[src/rtl/mc_bridge_pkg.sv]
// Shared definitions for the MCU memory-controller bus bridge.
// Holds bus width defaults, register map addresses, error counter width and
// the bridge FSM state encoding. Imported by mc_bridge_if and mc_bridge.
package mc_bridge_pkg;

    localparam int unsigned MC_DATA_WIDTH_DEF = 16;
    localparam int unsigned MC_ADD_WIDTH_DEF  = 6;
    localparam int unsigned NUM_REGS_DEF      = 32;
    localparam int unsigned ERR_WIDTH         = 8;

    // Register map entries used by downstream peripherals
    localparam logic [MC_ADD_WIDTH_DEF-1:0] REG_PWM_ON  = 6'h19;
    localparam logic [MC_ADD_WIDTH_DEF-1:0] REG_PWM_OFF = 6'h1A;

    typedef enum logic [2:0] {
        WAIT_IDLE = 3'd0,
        IDLE      = 3'd1,
        WRITE     = 3'd2,
        RD_LOAD   = 3'd3,
        RD_DRIVE  = 3'd4
    } state_t;

endpackage

[src/rtl/mc_bridge_if.sv]
// MCU parallel bus as seen at the FPGA pins.
//   master: MCU side, drives mc_ce/mc_we/mc_oe (active low), mc_add, mc_din
//   slave : bridge side, drives mc_dout and its tristate enable mc_dout_oe
interface mc_bridge_if
    import mc_bridge_pkg::*;
#(
    parameter int unsigned DW = MC_DATA_WIDTH_DEF,
    parameter int unsigned AW = MC_ADD_WIDTH_DEF
) ();

    logic          mc_ce;
    logic          mc_we;
    logic          mc_oe;
    logic [AW-1:0] mc_add;
    logic [DW-1:0] mc_din;
    logic [DW-1:0] mc_dout;
    logic          mc_dout_oe;

    modport master (
        output mc_ce, mc_we, mc_oe, mc_add, mc_din,
        input  mc_dout, mc_dout_oe
    );

    modport slave (
        input  mc_ce, mc_we, mc_oe, mc_add, mc_din,
        output mc_dout, mc_dout_oe
    );

endinterface

[src/rtl/mc_bridge_sync_ff.sv]
// Parameterised-width 2-flop synchronizer (sync_ff).
// Ports: clock, reset (sync, active high), d (async in), q (synchronized out).
// RST_VAL sets the reset value (strobes use all-ones = inactive).
// FILTER adds a 2-sample glitch filter: an output bit follows only when both
// synchronizer stages agree, costing one extra clock.
// DELAY adds a plain register stage so data stays aligned with filtered strobes.
module mc_bridge_sync_ff #(
    parameter int unsigned      WIDTH   = 1,
    parameter logic [WIDTH-1:0] RST_VAL = '0,
    parameter bit               FILTER  = 1'b0,
    parameter bit               DELAY   = 1'b0
) (
    input  logic             clock,
    input  logic             reset,
    input  logic [WIDTH-1:0] d,
    output logic [WIDTH-1:0] q
);

    logic [WIDTH-1:0] s1;
    logic [WIDTH-1:0] s2;

    // Two-stage synchronizer
    always_ff @(posedge clock) begin
        if (reset) begin
            s1 <= RST_VAL;
            s2 <= RST_VAL;
        end else begin
            s1 <= d;
            s2 <= s1;
        end
    end

    generate
        if (FILTER) begin : g_filter
            logic [WIDTH-1:0] filt;
            // Stage 1 has had a full clock to settle when read here, same as stage 2's input
            always_ff @(posedge clock) begin
                if (reset) begin
                    filt <= RST_VAL;
                end else begin
                    filt <= ((s1 ~^ s2) & s2) | ((s1 ^ s2) & filt);
                end
            end
            assign q = filt;
        end else if (DELAY) begin : g_delay
            logic [WIDTH-1:0] dly;
            always_ff @(posedge clock) begin
                if (reset) begin
                    dly <= RST_VAL;
                end else begin
                    dly <= s2;
                end
            end
            assign q = dly;
        end else begin : g_plain
            assign q = s2;
        end
    endgenerate

endmodule

[src/rtl/mc_bridge.sv]
// MCU memory-controller bus bridge.
// Synchronizes the async active-low ce/we/oe strobes and add/din into the
// clock domain, holds a NUM_REGS x MC_DATA_WIDTH register file, and emits
// single-cycle write/read events for downstream peripherals.
// Ports:
//   clock, reset         system clock, synchronous active-high reset
//   bus (slave)          MCU pins: mc_ce/mc_we/mc_oe/mc_add/mc_din in, mc_dout/mc_dout_oe out
//   reg_q                flat register file, reg k at [k*W +: W]
//   wr_stb/wr_add/wr_data  one-cycle pulse per committed write (any address)
//   rd_stb/rd_add        one-cycle pulse for reads at addresses >= NUM_REGS
//   rd_data              external read data, sampled the cycle after rd_stb
//   err_cnt              saturating protocol-error count
// Build option: define MC_BRIDGE_FILTER_EN to glitch-filter ce/we/oe (+1 clock latency).
module mc_bridge
    import mc_bridge_pkg::*;
#(
    parameter int unsigned MC_DATA_WIDTH = MC_DATA_WIDTH_DEF,
    parameter int unsigned MC_ADD_WIDTH  = MC_ADD_WIDTH_DEF,
    parameter int unsigned NUM_REGS      = NUM_REGS_DEF
) (
    input  logic                              clock,
    input  logic                              reset,
    mc_bridge_if.slave                        bus,
    output logic [NUM_REGS*MC_DATA_WIDTH-1:0] reg_q,
    output logic                              wr_stb,
    output logic [MC_ADD_WIDTH-1:0]           wr_add,
    output logic [MC_DATA_WIDTH-1:0]          wr_data,
    output logic                              rd_stb,
    output logic [MC_ADD_WIDTH-1:0]           rd_add,
    input  logic [MC_DATA_WIDTH-1:0]          rd_data,
    output logic [ERR_WIDTH-1:0]              err_cnt
);

`ifdef MC_BRIDGE_FILTER_EN
    localparam bit FILTER_EN = 1'b1;
`else
    localparam bit FILTER_EN = 1'b0;
`endif
    localparam int unsigned IDX_W      = (NUM_REGS > 1) ? $clog2(NUM_REGS) : 1;
    localparam int unsigned SETTLE_W   = 2;
    localparam int unsigned STROBE_LAT = FILTER_EN ? 3 : 2;
    localparam logic [SETTLE_W-1:0] SETTLE_INIT = SETTLE_W'(STROBE_LAT);

    // Synchronized strobes and data
    logic                     ce_s, we_s, oe_s;
    logic [MC_ADD_WIDTH-1:0]  add_s, add_h;
    logic [MC_DATA_WIDTH-1:0] din_s, din_h;

    mc_bridge_sync_ff #(
        .WIDTH   (3),
        .RST_VAL (3'b111),
        .FILTER  (FILTER_EN),
        .DELAY   (1'b0)
    ) u_sync_strobe (
        .clock (clock),
        .reset (reset),
        .d     ({bus.mc_ce, bus.mc_we, bus.mc_oe}),
        .q     ({ce_s, we_s, oe_s})
    );

    mc_bridge_sync_ff #(
        .WIDTH   (MC_ADD_WIDTH),
        .RST_VAL ('0),
        .FILTER  (1'b0),
        .DELAY   (FILTER_EN)
    ) u_sync_add (
        .clock (clock),
        .reset (reset),
        .d     (bus.mc_add),
        .q     (add_s)
    );

    mc_bridge_sync_ff #(
        .WIDTH   (MC_DATA_WIDTH),
        .RST_VAL ('0),
        .FILTER  (1'b0),
        .DELAY   (FILTER_EN)
    ) u_sync_din (
        .clock (clock),
        .reset (reset),
        .d     (bus.mc_din),
        .q     (din_s)
    );

    // History stage: holds the last sample taken while WE was still low
    always_ff @(posedge clock) begin
        if (reset) begin
            add_h <= '0;
            din_h <= '0;
        end else begin
            add_h <= add_s;
            din_h <= din_s;
        end
    end

    function automatic logic is_internal(input logic [MC_ADD_WIDTH-1:0] a);
        return 32'(a) < NUM_REGS;
    endfunction

    state_t                   state, state_n;
    logic [SETTLE_W-1:0]      settle, settle_n;
    logic                     wr_stb_n, rd_stb_n;
    logic [MC_ADD_WIDTH-1:0]  wr_add_n, rd_add_n;
    logic [MC_DATA_WIDTH-1:0] wr_data_n;
    logic [MC_DATA_WIDTH-1:0] dout_q, dout_n;
    logic                     dout_oe_q, dout_oe_n;
    logic [ERR_WIDTH-1:0]     err_n;
    logic                     err_inc;
    logic                     reg_we;
    logic [MC_DATA_WIDTH-1:0] regs [NUM_REGS];

    // State and registered outputs
    always_ff @(posedge clock) begin
        if (reset) begin
            state     <= WAIT_IDLE;
            settle    <= SETTLE_INIT;
            wr_stb    <= 1'b0;
            wr_add    <= '0;
            wr_data   <= '0;
            rd_stb    <= 1'b0;
            rd_add    <= '0;
            dout_q    <= '0;
            dout_oe_q <= 1'b0;
            err_cnt   <= '0;
        end else begin
            state     <= state_n;
            settle    <= settle_n;
            wr_stb    <= wr_stb_n;
            wr_add    <= wr_add_n;
            wr_data   <= wr_data_n;
            rd_stb    <= rd_stb_n;
            rd_add    <= rd_add_n;
            dout_q    <= dout_n;
            dout_oe_q <= dout_oe_n;
            err_cnt   <= err_n;
        end
    end

    // Next-state and output logic
    always_comb begin
        state_n   = state;
        settle_n  = (settle != '0) ? settle - SETTLE_W'(1) : settle;
        wr_stb_n  = 1'b0;
        wr_add_n  = wr_add;
        wr_data_n = wr_data;
        rd_stb_n  = 1'b0;
        rd_add_n  = rd_add;
        dout_n    = dout_q;
        err_inc   = 1'b0;

        case (state)
            // Synchronizers still hold reset values right after reset; wait
            // until they reflect the pins so a transaction in flight is dropped
            WAIT_IDLE: begin
                if (settle == '0 && ce_s) begin
                    state_n = IDLE;
                end
            end
            IDLE: begin
                if (!ce_s) begin
                    if (!we_s && !oe_s) begin
                        err_inc = 1'b1;
                        state_n = WAIT_IDLE;
                    end else if (!we_s) begin
                        state_n = WRITE;
                    end else if (!oe_s) begin
                        state_n = RD_LOAD;
                    end
                end
            end
            WRITE: begin
                if (!oe_s) begin
                    err_inc = 1'b1;
                    state_n = WAIT_IDLE;
                end else if (we_s) begin
                    wr_stb_n  = 1'b1;
                    wr_add_n  = add_h;
                    wr_data_n = din_h;
                    state_n   = IDLE;
                end else if (ce_s) begin
                    err_inc = 1'b1;
                    state_n = IDLE;
                end
            end
            RD_LOAD: begin
                if (is_internal(add_s)) begin
                    dout_n = regs[IDX_W'(add_s)];
                end else begin
                    rd_stb_n = 1'b1;
                    rd_add_n = add_s;
                end
                state_n = RD_DRIVE;
            end
            RD_DRIVE: begin
                // rd_stb is high only in the first RD_DRIVE cycle of an external read
                if (rd_stb) begin
                    dout_n = rd_data;
                end
                if (oe_s || ce_s) begin
                    state_n = IDLE;
                end
            end
            default: begin
                state_n = WAIT_IDLE;
            end
        endcase

        err_n     = (err_inc && err_cnt != '1) ? err_cnt + ERR_WIDTH'(1) : err_cnt;
        dout_oe_n = (state_n == RD_DRIVE);
        reg_we    = wr_stb_n && is_internal(wr_add_n);
    end

    // Register file, updated in the same cycle wr_stb goes high
    always_ff @(posedge clock) begin
        if (reset) begin
            for (int k = 0; k < NUM_REGS; k++) begin
                regs[k] <= '0;
            end
        end else if (reg_we) begin
            regs[IDX_W'(wr_add_n)] <= wr_data_n;
        end
    end

    generate
        for (genvar k = 0; k < NUM_REGS; k++) begin : g_reg_q
            assign reg_q[k*MC_DATA_WIDTH +: MC_DATA_WIDTH] = regs[k];
        end
    endgenerate

    assign bus.mc_dout    = dout_q;
    assign bus.mc_dout_oe = dout_oe_q;

endmodule

[src/flat_wrapper.sv]
// flat-port wrapper written by rule: the top's interface ports become plain ports
module mc_bridge_flat import mc_bridge_pkg::*;
#(
    parameter int unsigned MC_DATA_WIDTH = MC_DATA_WIDTH_DEF,
    parameter int unsigned MC_ADD_WIDTH  = MC_ADD_WIDTH_DEF,
    parameter int unsigned NUM_REGS      = NUM_REGS_DEF
)
  (clock, reset, reg_q, wr_stb, wr_add, wr_data, rd_stb, rd_add, rd_data, err_cnt, bus_mc_ce, bus_mc_we, bus_mc_oe, bus_mc_add, bus_mc_din, bus_mc_dout, bus_mc_dout_oe);
  mc_bridge_if #(.DW((16)), .AW((6))) bus_i ();
  input  logic clock;
  input  logic reset;
  output logic [NUM_REGS*MC_DATA_WIDTH-1:0] reg_q;
  output logic wr_stb;
  output logic [MC_ADD_WIDTH-1:0] wr_add;
  output logic [MC_DATA_WIDTH-1:0] wr_data;
  output logic rd_stb;
  output logic [MC_ADD_WIDTH-1:0] rd_add;
  input  logic [MC_DATA_WIDTH-1:0] rd_data;
  output logic [ERR_WIDTH-1:0] err_cnt;
  input wire logic [$bits(bus_i.mc_ce)-1:0] bus_mc_ce;
  input wire logic [$bits(bus_i.mc_we)-1:0] bus_mc_we;
  input wire logic [$bits(bus_i.mc_oe)-1:0] bus_mc_oe;
  input wire logic [$bits(bus_i.mc_add)-1:0] bus_mc_add;
  input wire logic [$bits(bus_i.mc_din)-1:0] bus_mc_din;
  output wire logic [$bits(bus_i.mc_dout)-1:0] bus_mc_dout;
  output wire logic [$bits(bus_i.mc_dout_oe)-1:0] bus_mc_dout_oe;
  assign bus_i.mc_ce = bus_mc_ce;
  assign bus_i.mc_we = bus_mc_we;
  assign bus_i.mc_oe = bus_mc_oe;
  assign bus_i.mc_add = bus_mc_add;
  assign bus_i.mc_din = bus_mc_din;
  assign bus_mc_dout = bus_i.mc_dout;
  assign bus_mc_dout_oe = bus_i.mc_dout_oe;
  mc_bridge #(.MC_DATA_WIDTH(MC_DATA_WIDTH), .MC_ADD_WIDTH(MC_ADD_WIDTH), .NUM_REGS(NUM_REGS)) u_core (.clock(clock), .reset(reset), .bus(bus_i), .reg_q(reg_q), .wr_stb(wr_stb), .wr_add(wr_add), .wr_data(wr_data), .rd_stb(rd_stb), .rd_add(rd_add), .rd_data(rd_data), .err_cnt(err_cnt));
endmodule
[config.mk]
export PLATFORM = sky130hd
export DESIGN_NAME = mc_bridge_flat
export DESIGN_NICKNAME = d
export VERILOG_FILES = /design/src/rtl/mc_bridge_pkg.sv /design/src/rtl/mc_bridge_if.sv /design/src/rtl/mc_bridge_sync_ff.sv /design/src/rtl/mc_bridge.sv /design/src/flat_wrapper.sv
export SDC_FILE = /design/constraint.sdc
export NUM_CORES = 1
export LEC_CHECK = 0
export CAP_MARGIN = 20
export CORE_AREA = 2 2 234 236
export CTS_CLUSTER_SIZE = 14
export DETAILED_ROUTE_END_ITERATION = 10
export DIE_AREA = 0 0 236 238
export GPL_ROUTABILITY_DRIVEN = 0
export PLACE_DENSITY = 0.78
export SYNTH_ARGS = -nofsm -noshare
export SYNTH_HDL_FRONTEND = slang
export SYNTH_SLANG_ARGS = --single-unit
[constraint.sdc]
create_clock -name clock -period 3.3 [get_ports clock]
set_input_delay 0.99 -clock clock [delete_from_list [all_inputs] [get_ports clock]]
set_output_delay 0.99 -clock clock [all_outputs]
set_load 0.01 [all_outputs]
# Word-level counts from Yosys, hierarchy flattened
# Memory sizes are Yosys's and may differ from the RTL's. A register that Yosys moved wholly into a read port is not among the register bits.
# Index checks and enable logic that the tools add are counted.
dict set report word_totals {
  regBits 132
  latch_bits 0
  ram_bits 512
  rom_bits 0
  out_inout_bits 567
  wordCells 86
  memories 1
}
dict set report op_classes {
  addsub 2
  mul 0
  div_mod_pow 0
  n_lt_le_gt_ge 2
  eq_ne 8
  n_shift 0
  mux 38
  bitwise 2
  reduce_logical 15
}
# memory depth width rd rd_ports_with_merged_regs wr line
set memory_table {}
lappend memory_table {u_core.regs 32 16 33 1 32 mc_bridge.sv:110} ;# logic [MC_DATA_WIDTH-1:0] regs [NUM_REGS];
# operator count
set op_table {}
lappend op_table {{$mux W16} 6}
lappend op_table {{$pmux W16 S2} 1}
lappend op_table {{$mux W3} 9}
lappend op_table {{$mux W6} 3}
lappend op_table {{$reduce_or A16 Y1} 1}
lappend op_table {{$mux W1} 15}
lappend op_table {{$pmux W3 S5} 1}
lappend op_table {{$lt A6 B6 Y1 const B} 2}
lappend op_table {{$mux W5} 2}
lappend op_table {{$add A8 B1 Y8 const B} 1}
lappend op_table {{$ne A8 B8 Y1 const B} 1}
lappend op_table {{$eq A3 B2 Y1 const B} 2}
lappend op_table {{$eq A3 B3 Y1 const B} 2}
lappend op_table {{$logic_and A1 B1 Y1} 4}
lappend op_table {{$ne A2 B1 Y1 const B} 2}
lappend op_table {{$reduce_bool A2 Y1} 2}
lappend op_table {{$eq A3 B1 Y1 const B} 1}
lappend op_table {{$logic_not A3 Y1} 1}
lappend op_table {{$reduce_and A3 Y1} 1}
lappend op_table {{$logic_not A1 Y1} 2}
lappend op_table {{$logic_not A2 Y1} 1}
lappend op_table {{$not A1 Y1} 2}
lappend op_table {{$pmux W1 S2} 1}
lappend op_table {{$reduce_and A2 Y1} 1}
lappend op_table {{other kinds (3)} 3}

# Longest topological paths before layout
# Gate-level depths: netlist (run 1).
dict set report logic_depth {
  word_depth 10
  depth_mapped 9
}

# Modules after synthesis
# From an unflattened synthesis (run 1), not the netlist that was laid out.
dict set report hier_totals {
  cells_unflattened 2039
  hier_area_um2 27690.3
}
# module n_inst cells_each area_per_inst_um2 seq_area_each_um2
set modules_own_cells {}
lappend modules_own_cells {mc_bridge 1 1935 26302.7 17016.3}
lappend modules_own_cells {{mc_bridge_sync_ff at u_core.u_sync_din} 1 67 863.3 640.6}
lappend modules_own_cells {{mc_bridge_sync_ff at u_core.u_sync_add} 1 25 366.6 240.2}
lappend modules_own_cells {{mc_bridge_sync_ff at u_core.u_sync_strobe} 1 12 157.7 120.1}

# Worst setup path before layout (run 1)
# Ideal clock, no wire load.
dict set report synth_timing {
  kind {input -> register}
  startpoint {in reset}
  endpoint {mem u_core.regs[18][0] (netlist bit), enable pin}
  setup_ns 0.375
  arrival_ns 2.454
  required_ns 2.925
  slack_ns 0.471
  cell_stages 4
  path_buffers 0
  cell_sequence {or3b_2 nor4_2 nand2_2 nand2b_1}
}
# item line
set synth_lines {}
lappend synth_lines {{start: declaration} flat_wrapper.sv:11} ;# input logic reset;
lappend synth_lines {{end: declaration} mc_bridge.sv:110}

==> results of run 1 <==
## worst max-delay path by stage
stage	start	depth (start not counted)	end	slack [ns]
CTS	u_core.bus.mc_dout[11]$_SDFFE_PP0P_	1	bus_mc_dout[11]	0.55
detailed placement	reset	6	u_core.regs[22][14]$_SDFFCE_PN0P_	0.36
global route	u_core.state[1]$_SDFF_PP0_	6	u_core.regs[3][5]$_SDFFCE_PN0P_	0.36
global placement	reset	6	u_core.regs[22][6]$_SDFFCE_PN0P_	0.39
floorplan	reset	4	u_core.regs[18][0]$_SDFFCE_PN0P_	0.47
finish	u_core.state[1]$_SDFF_PP0_	6	u_core.regs[6][13]$_SDFFCE_PN0P_	0.55
## synthesized netlist by cell type, drive strengths merged, types with 7 or more instances
library cell | number | area [µm²]
nor2 | 590 | 2240
edfxtp | 512 | 15400
dfxtp | 132 | 2640
mux4 | 129 | 2910
buf | 115 | 811
nor2b | 84 | 528
mux2i | 73 | 905
nand2 | 42 | 228
clkbuf | 41 | 154
nand2b | 38 | 245
a21oi | 24 | 120
a211oi | 18 | 135
nor3 | 16 | 80.1
o211a | 16 | 160
a22oi | 15 | 113
xor2 | 9 | 78.8
or2 | 7 | 43.8
## state kept, by name (all words and copies together), names as in the netlist, 2 cells and up
signal / cells
u_core.din_h: 16
u_core.settle: 2
u_core.wr_data: 16
u_core.wr_add: 6
u_core.state: 3
u_core.u_sync_add.q: 6
u_core.err_cnt: 8
u_core.rd_add: 6
u_core.u_sync_strobe.q: 3
u_core.regs: 512
u_core.add_h: 6
u_core.bus.mc_dout: 16
u_core.u_sync_strobe.s1: 3
u_core.u_sync_din.q: 16
u_core.u_sync_din.s1: 16
u_core.u_sync_add.s1: 6
## critical path: stages, from the launching register on
cell	delay [ns]
dfxtp_1	0.54
nand2b_4	0.10
or3b_4	0.51
mux2i_4	0.56
nand2_2	0.11
nand2b_1	0.34
buf_4	0.26
## per-stage QoR
| step | total power [mW] | instances | setup slack (ns) |
|---|---|---|---|
| after floorplan | 9.93 | 1911 | 0.471 |
| after global placement | 10.8 | 3166 | 0.386 |
| after detailed placement | 10.8 | 3166 | 0.363 |
| after CTS | 17.8 | 3283 | 0.550 |
| after global routing | 18.2 | 3283 | 0.356 |
| final | 17.8 | 3284 | 0.551 |
## where the power goes
part	internal [mW]	switching, mW	total (mW)
Combinational	0.716	0.699	1.42
Clock	3.97	3.12	7.09
Sequential	9.00	0.253	9.26
## layout make-up
class	count	area (µm²)
flip-flops and latches	644	18000
clock inverters	27	169
multi-input cells	1107	8240
well taps	696	871
diodes	1	2.50
inverters	4	15.0
repair buffers	715	7040
fillers	3690	17300
clock buffers	90	1830
## placed cells by master, fill, tap and decap left out, types with 18 or more instances in the layout
cell type,instances
mux2i_4,19
clkbuf_16,69
nor2b_1,83
mux2i_1,54
a211oi_1,18
clkdlybuf4s50_1,608
nand2_2,28
clkbuf_1,19
mux4_2,129
dfxtp_1,128
a21oi_1,24
edfxtp_1,512
nor2_1,581
buf_4,94
nand2b_1,37
## kinds of logic after synthesis
kind of cell,count (synthesis)
AND/OR/NAND/NOR,806
flip-flops,644
multiplexers,203
buffers and inverters,160
AO/OA/AOI/OAI,87
XOR/XNOR,9
adder cells (fa/ha/maj),2
## layer usage
metal	track usage, %	share of wire, %
met4	13.6	4.2
met2	56.7	48
met1	45.0	35
met5	0	0
met3	9.88	14
==> qor.yml, run 1 <==
ant_nets: 0
cts_hold_buffers: 0
dieArea_um2: 56200
clkTransAtPathRegs_ns: 0.06
hold_violations: 0
core_um2: 53500
drtPass1Iterations: 5
cts_tree: "done"
r2r_cells: 6
finalCritPeriodShare_pct: 83.3
antenna_found_initial: 1
yosysSeqAreaShare_pct: 66.3
synth-simple-area-share_pct: 13.3
first_iter_violations: 2620
vias: 19816
async_reset_ff_share_pct: 0
rsz0062_at_grt: "no"
synthXorXnorAreaFrac_pct: 0.290
crit_required_ns: 3.58
setup_tns_ns: 0
wl_per_cell_um: 30.3
cp.arrival_ns: 3.03
post-route-drc-count: 0
placed_area_um2: 34200
cts_resized: 0
max_clock_freq_mhz: 364
grt_pass1_vias: 19245
die_w_um: 236
synth_top_family_by_area: "multiplexers"
holdCritPathClass: "reg -> reg"
syn-cell-area_um2: 27200
syn_inst: 1911
post-route-min-period_ns: 2.75
viasPerCell: 6.03
synth_mux_area_share_pct: 14.1
clk_latency_ns: 0.60
timing.rr.start: "u_core.state[1]$_SDFF_PP0_"
start_util_pct: 50.8
maxCapViolCount: 0
critPathKind: "reg -> reg"
grt_usage_pct: 35.0
ys.flop_type: "edfxtp_1"
worstHoldPathCells: 1
syn-num-nets: 1956
routed_wl_um: 99600
synth-edff-count: 512
ys_warn_count: 0
vdd_drop_max_mv: 0.612
reg2reg_slack_ns: 0.55
grt_max_degree: 99
tightest_slew_ns: 1.06
synth_area_per_cell_um2: 14.2
num_rows: 85
fp.dieH_um: 238
hold_slack_ns: 0.415
yosys_register_bits: 644
r2r-end: "u_core.regs[6][13]$_SDFFCE_PN0P_"
whs_endpoint: "u_core.u_sync_strobe.q[1]$_SDFF_PP1_"
synth-compound-area-share_pct: 2.35
status: "finished clean"
area_growth_pct: 33.2
overflow: 0
drive_gt1_share_pct: 15.6
stdcell_area_um2: 36200
startpoint_type: "register"
synth_cell_types: 53
clockBufferDepth: 3
cts_sinks: 644
path_max_fanout: 10
p_leak_nw: 12.2
pin_count: 610
root_buffer: "clkbuf_16"
grt_pass1_wl_um: 139000
drv_slew: 0
p_per_area_nw_per_um2: 491
fin_util_pct: 67.7
relSlewSlack_pct: 29.4
hp-start: "u_core.u_sync_strobe.s1[1]$_SDFF_PP1_"
setup.worst_path.end_class: "register"
htree_levels: 3
cts_setup_buffers: 0
dpl.hpwl_um: 72700
nets: 2583
finalSetupViolCount: 0
cts-buffers-inserted: 66
synthAdderAreaFrac_pct: 0.0921
port_buffers: 609
finalClockSkew_ns: 0.0341
No activity file was read; power rests on OpenSTA's default activity.
==> run 2, diff against run 1 <==
- CORE_AREA: 2 2 234 236 -> default
- CORE_ASPECT_RATIO: default -> 1.4
- CORE_UTILIZATION: default -> 46
- DIE_AREA: 0 0 236 238 -> default
- PLACE_DENSITY: 0.78 -> 0.75
- clock period: 3.3 -> 2.29 ns (I/O delays scaled with it)
==> qor.yml, run 2 (same netlist as run 1, synthesis figures left out) <==
status: "finished clean"  # unchanged
viasPerCell: 5.92  # was 6.03
critPathLaunch: "u_core.bus.mc_dout[13]$_SDFFE_PP0P_"  # was u_core.state[1]$_SDFF_PP0_
setup.worst_path.end_class: "output pin"  # was register
clk_latency_ns: 0.62  # was 0.60 ns
fin_util_pct: 64.3  # was 67.7%
nets: 2652  # was 2583
path_buf_inv: 1  # unchanged
htree_levels: 2  # was 3
drtPass1Iterations: 5  # unchanged
p_total_mw: 25.4  # was 17.8 mW
power_frac_seq_pct: 52.3  # was 52.1%
timing.rr.start: "u_core.state[1]$_SDFF_PP0_"  # unchanged
dieArea_um2: 60100  # was 56200 µm²
grt_usage_pct: 32.9  # was 35.0%
grt_pass1_wl_um: 141000  # was 139000 µm
clkTransAtPathRegs_ns: 0.07  # was 0.06 ns
p_per_area_nw_per_um2: 675  # was 491 nW/µm²
finalClockSkew_ns: 0.0250  # was 0.0341 ns
combPwrFrac_pct: 8.6  # was 8.0%
mostFrequentLayoutCells: "nor2_1, edfxtp_1, clkdlybuf4s50_1"  # was clkdlybuf4s50_1, nor2_1, edfxtp_1
holdCritPathClass: "in -> reg"  # was reg -> reg
regMostFlops: "u_core.regs"  # unchanged
cts-buffers-inserted: 58  # was 66
wl_per_cell_um: 30.0  # was 30.3 µm
start_util_pct: 46.5  # was 50.8%
area_growth_pct: 38.3  # was 33.2%
fillers: 4205  # was 3690
root_buffer: "clkbuf_16"  # unchanged
cp.arrival_ns: 1.60  # was 3.03 ns
tightest_slew_ns: 0.802  # was 1.06 ns
largest_reg_flops: 512  # unchanged
cp_slowest_cell: "clkdlybuf4s50_1"  # was mux2i_4
vias: 20151  # was 19816
hold_violations: 0  # unchanged
ant_nets: 0  # unchanged
crit_family: "buffers and inverters"  # was simple AND/OR/NAND/NOR gates
antenna_found_initial: 2  # was 1
path_max_fanout: 2  # was 10
finalSetupViolCount: 0  # unchanged
maxCapViolCount: 0  # unchanged
cp_cell_sequence: "clkdlybuf4s50_1"  # was nand2b_4 > or3b_4 > mux2i_4 > nand2_2 > nand2b_1 > buf_4
die_w_um: 207  # was 236 µm
hold_slack_ns: 0.410  # was 0.415 ns
max_clock_freq_mhz: 437
finalNonFillerCells: 3403  # was 3284
cts_hold_buffers: 0  # unchanged
finalCritPeriodShare_pct: 99.8
startpoint_type: "register"  # unchanged
num_rows: 105  # was 85
swShare_pct: 22.2  # was 22.9%
drv_slew: 0  # unchanged
overflow: 0  # unchanged
cts_sinks: 644  # unchanged
internal_power_mw: 19.7  # was 13.7 mW
pin_count: 610  # unchanged
grt_pass1_vias: 19685  # was 19245
routed_wl_um: 102000  # was 99600 µm
dpl.hpwl_um: 73700  # was 72700 µm
relSlewSlack_pct: 46.5  # was 29.4%
layout.area.seq_um2: 18000  # about the same
dp_cells: 3260  # was 3166
fp.dieH_um: 290  # was 238 µm
drive_gt1_share_pct: 19.6  # was 15.6%
post-route-min-period_ns: 2.29
switchingPower_mw: 5.64  # was 4.08 mW
grt_max_degree: 163  # was 99
cts_tree: "done"  # unchanged
pwr-share-clk_pct: 39.1  # was 39.9%
first_iter_violations: 2520  # was 2620
p_leak_nw: 14.0  # was 12.2 nW
vdd_drop_max_mv: 0.565  # was 0.612 mV
post-route-drc-count: 0  # unchanged
core_um2: 58500  # was 53500 µm²
multiInputGateArea_um2: 8540  # was 8240 µm²
crit_required_ns: 1.60  # was 3.58 ns
hp-start: "reset"  # was u_core.u_sync_strobe.s1[1]$_SDFF_PP1_
critPathKind: "reg -> out"  # was reg -> reg
layout_commonest_cell: "nor2_1"  # was clkdlybuf4s50_1
clockBufferDepth: 3  # unchanged
slowest_delay_ns: 0.58  # was 0.56 ns
port_buffers: 609  # unchanged
[run 2: cell count changes in the layout (fill, tap and decap cells not counted), moves of 10 or more]
cell and delta:
dlymetal6s2s_1 +42, nand2b_2 +10, buf_4 +18, dlygate4sd2_1 +157
nand2b_1 -32, buf_12 +45, nand2b_4 +25, clkdlybuf4s50_1 -199
[run 2: worst min-delay path: cells and delay by family]
family / cells / cell delay, ns
buffers and inverters: 1 / 0.10
AOI/OAI and AO/OA: 1 / 0.12
and+or+nand+nor: 1 / 0.07
[run 2: path summary, 6_finish.rpt]
path	endpoint	slack, ns	depth (start not counted)
max	bus_mc_dout[13]	0.004	1
min	u_core.bus.mc_dout[7]$_SDFFE_PP0P_	0.41	3
max reg2reg	u_core.regs[31][5]$_SDFFCE_PN0P_	0.03	8
min reg2reg	u_core.u_sync_strobe.q[2]$_SDFF_PP1_	0.42	1
[run 2: power groups by stage]
stage / registers [mW] / logic (mW) / clock network (mW)
after floorplan: 13.5 / 0.792 / 0
after global placement: 13.5 / 2.13 / 0
after detailed placement: 13.5 / 2.16 / 0
after CTS: 13.3 / 2.14 / 9.98
after global routing: 13.3 / 2.26 / 10.4
final: 13.3 / 2.18 / 9.92
[run 2: cell type report]
type | instances | area share [%]
multi-input combinational | 1110 | 22.7
inverter | 4 | 0.0399
clock inverter | 21 | 0.606
antenna | 1 | 0.00666
sequential | 644 | 48.0
clock buffer | 85 | 4.51
timing repair buffer | 789 | 21.6
tap | 749 | 2.49
[run 2: layer usage]
metal / routed length [µm] / track usage (%) / vias up
li1: - / - / 8268
met1: 34300 / 39.4 / 9945
met2: 49600 / 55.4 / 1628
met3: 11200 / 7.08 / 310
met4: 6860 / 19.0 / 0
met5: 0 / 0 / -
[run 2: per-stage QoR]
stage,instance area (µm²),worst slack [ns],setup TNS [ns]
after floorplan,27400,-0.0421,-2.72
after global placement,35300,-0.161,-2.06
after detailed placement,35300,-0.191,-2.91
after CTS,37200,0.000149,0
after global routing,37600,-0.0507,-0.119
final,37600,0.00380,0
[run 2: repair_timing]
action | CTS | global route
setup buffers | 23 | 9
cloned | 0 | 4
endpoints found under the setup margin | 184 | 341
gates resized for setup | 168 | 68
==> run 3, diff against run 2 <==
- SKIP_CTS_REPAIR_TIMING: default -> 1
==> qor.yml, run 3 (same netlist as run 1, synthesis figures left out) <==
status: "finished clean"  # unchanged
timing.rr.start: "u_core.u_sync_add.q[0]$_SDFF_PP0_"  # was u_core.state[1]$_SDFF_PP0_
wl_per_cell_um: 29.9  # was 30.0 µm
cts_tree: "done"  # unchanged
crit_required_ns: 1.60  # about the same
whs_endpoint: "u_core.bus.mc_dout[7]$_SDFFE_PP0P_"  # unchanged
dieArea_um2: 60100  # unchanged
nets: 2642  # was 2652
dpl.hpwl_um: 73700  # unchanged
dr_wl_met2_um: 49200  # was 49600 µm
root_buffer: "clkbuf_16"  # unchanged
die_w_um: 207  # unchanged
largest_reg_flops: 512  # unchanged
crit_family: "buffers and inverters"  # unchanged
max_clock_freq_mhz: 439  # was 437 MHz
overflow: 0  # unchanged
path_buf_inv: 1  # unchanged
p_per_area_nw_per_um2: 670  # was 675 nW/µm²
drv_slew: 0  # unchanged
finalSetupViolCount: 0  # unchanged
grt_pass1_wl_um: 141000  # about the same
cp.arrival_ns: 1.59  # was 1.60 ns
pre_cts_slack_ns: -0.191  # unchanged
first_iter_violations: 2651  # was 2520
post-route-min-period_ns: 2.28  # was 2.29 ns
dp_cells: 3260  # unchanged
grt_max_degree: 163  # unchanged
hold_violations: 0  # unchanged
finalClockSkew_ns: 0.0202  # was 0.0250 ns
fillers: 4107  # was 4205
num_rows: 105  # unchanged
hp-start: "reset"  # unchanged
reg2reg_slack_ns: 0.03  # about the same
regMostFlops: "u_core.regs"  # unchanged
r2r_cells: 7  # was 8
p_leak_nw: 15.2  # was 14.0 nW
top_layer_used: "met5"  # was met4
clk_latency_ns: 0.61  # was 0.62 ns
htree_levels: 2  # unchanged
area_growth_pct: 39.5  # was 38.3%
stdcell_area_um2: 37900  # was 37600 µm²
finalCritPeriodShare_pct: 99.6  # was 99.8%
setup.worst_path.end_class: "output pin"  # unchanged
post-route-drc-count: 0  # unchanged
wl_met3_um: 10900  # was 11200 µm
routed_wl_um: 101000  # was 102000 µm
startpoint_type: "register"  # unchanged
cts-buffers-inserted: 58  # unchanged
drt-met1-wl_um: 34500  # was 34300 µm
core_um2: 58500  # unchanged
placed_area_um2: 35300  # unchanged
slowest_delay_ns: 0.56  # was 0.58 ns
tightest_slew_ns: 0.747  # was 0.802 ns
finalNonFillerCells: 3393  # was 3403
viasPerCell: 5.95  # was 5.92
relSlewSlack_pct: 50.2  # was 46.5%
path_max_fanout: 2  # unchanged
port_buffers: 609  # unchanged
cts_sinks: 644  # unchanged
mostFrequentLayoutCells: "nor2_1, edfxtp_1, clkdlybuf4s50_1"  # unchanged
holdCritPathClass: "in -> reg"  # unchanged
p_total_mw: 25.4  # about the same
hold_slack_ns: 0.416  # was 0.410 ns
pin_count: 610  # unchanged
vdd_drop_max_mv: 0.559  # was 0.565 mV
clkTransAtPathRegs_ns: 0.07  # about the same
antenna_found_initial: 3  # was 2
r2r-end: "u_core.bus.mc_dout[13]$_SDFFE_PP0P_"  # was u_core.regs[31][5]$_SDFFCE_PN0P_
cp_slowest_cell: "clkdlybuf4s50_1"  # unchanged
start_util_pct: 46.5  # unchanged
maxCapViolCount: 0  # unchanged
vias: 20179  # was 20151
worstHoldPathCells: 3  # unchanged
grt_usage_pct: 32.8  # was 32.9%
worst_slack_ns: 0.0100  # was 0.00380 ns
critPathKind: "reg -> out"  # unchanged
drtPass1Iterations: 8  # was 5
fp.dieH_um: 290  # unchanged
drive_gt1_share_pct: 19.3  # was 19.6%
ant_nets: 0  # unchanged
grt_pass1_vias: 19552  # was 19685
layout_commonest_cell: "nor2_1"  # unchanged
clockBufferDepth: 3  # unchanged
cp_cell_sequence: "clkdlybuf4s50_1"  # unchanged
-- run 3: worst max path at each step --
| stage | from | end | slack, ns | cells past startpoint |
|---|---|---|---|---|
| 2_1_floorplan | reset | u_core.regs[18][0]$_SDFFCE_PN0P_ | -0.04 | 4 |
| 3_3_place_gp | u_core.u_sync_add.q[1]$_SDFF_PP0_ | u_core.bus.mc_dout[6]$_SDFFE_PP0P_ | -0.16 | 6 |
| 3_5_place_dp | u_core.u_sync_add.q[1]$_SDFF_PP0_ | u_core.bus.mc_dout[6]$_SDFFE_PP0P_ | -0.19 | 6 |
| 4_1_cts | u_core.u_sync_add.q[1]$_SDFF_PP0_ | u_core.bus.mc_dout[6]$_SDFFE_PP0P_ | -0.21 | 6 |
| 5_1_grt | u_core.regs[19][15]$_SDFFCE_PN0P_ | reg_q[319] | -0.02 | 1 |
| 6_report | u_core.regs[16][6]$_SDFFCE_PN0P_ | reg_q[262] | 0.01 | 1 |
-- run 3: metrics by stage --
| step | setup TNS, ns | util (%) |
|---|---|---|
| after global placement | -2.06 | 60.3 |
| final | 0 | 64.9 |
| after detailed placement | -2.91 | 60.3 |
| after global routing | -0.0156 | 64.9 |
| after floorplan | -2.72 | - |
| after CTS | -6.19 | 63.6 |
-- run 3: where the power goes --
part	total [mW]	switching, mW	leakage (nW)	internal (mW)
Sequential	13.3	0.315	6.37	13.0
Clock	9.93	4.25	0.935	5.67
Combinational	2.20	1.08	7.94	1.12
-- run 3: layout make-up --
type | count | area, µm² | area share, %
Clock buffer | 85 | 1700 | 4.47
Clock inverter | 21 | 228 | 0.601
Antenna cell | 1 | 2.50 | 0.00660
Timing Repair Buffer | 781 | 8500 | 22.4
Inverter | 4 | 15.0 | 0.0396
Multi-Input combinational cell | 1108 | 8500 | 22.4
Tap cell | 749 | 937 | 2.47
Sequential cell | 644 | 18000 | 47.6
-- run 3: layer usage --
layer  track usage (%)  vias up
met1              39.7    10039
met4              19.3        2
li1                  -     8246
met3              6.78      307
met5                 0        -
met2              54.8     1585
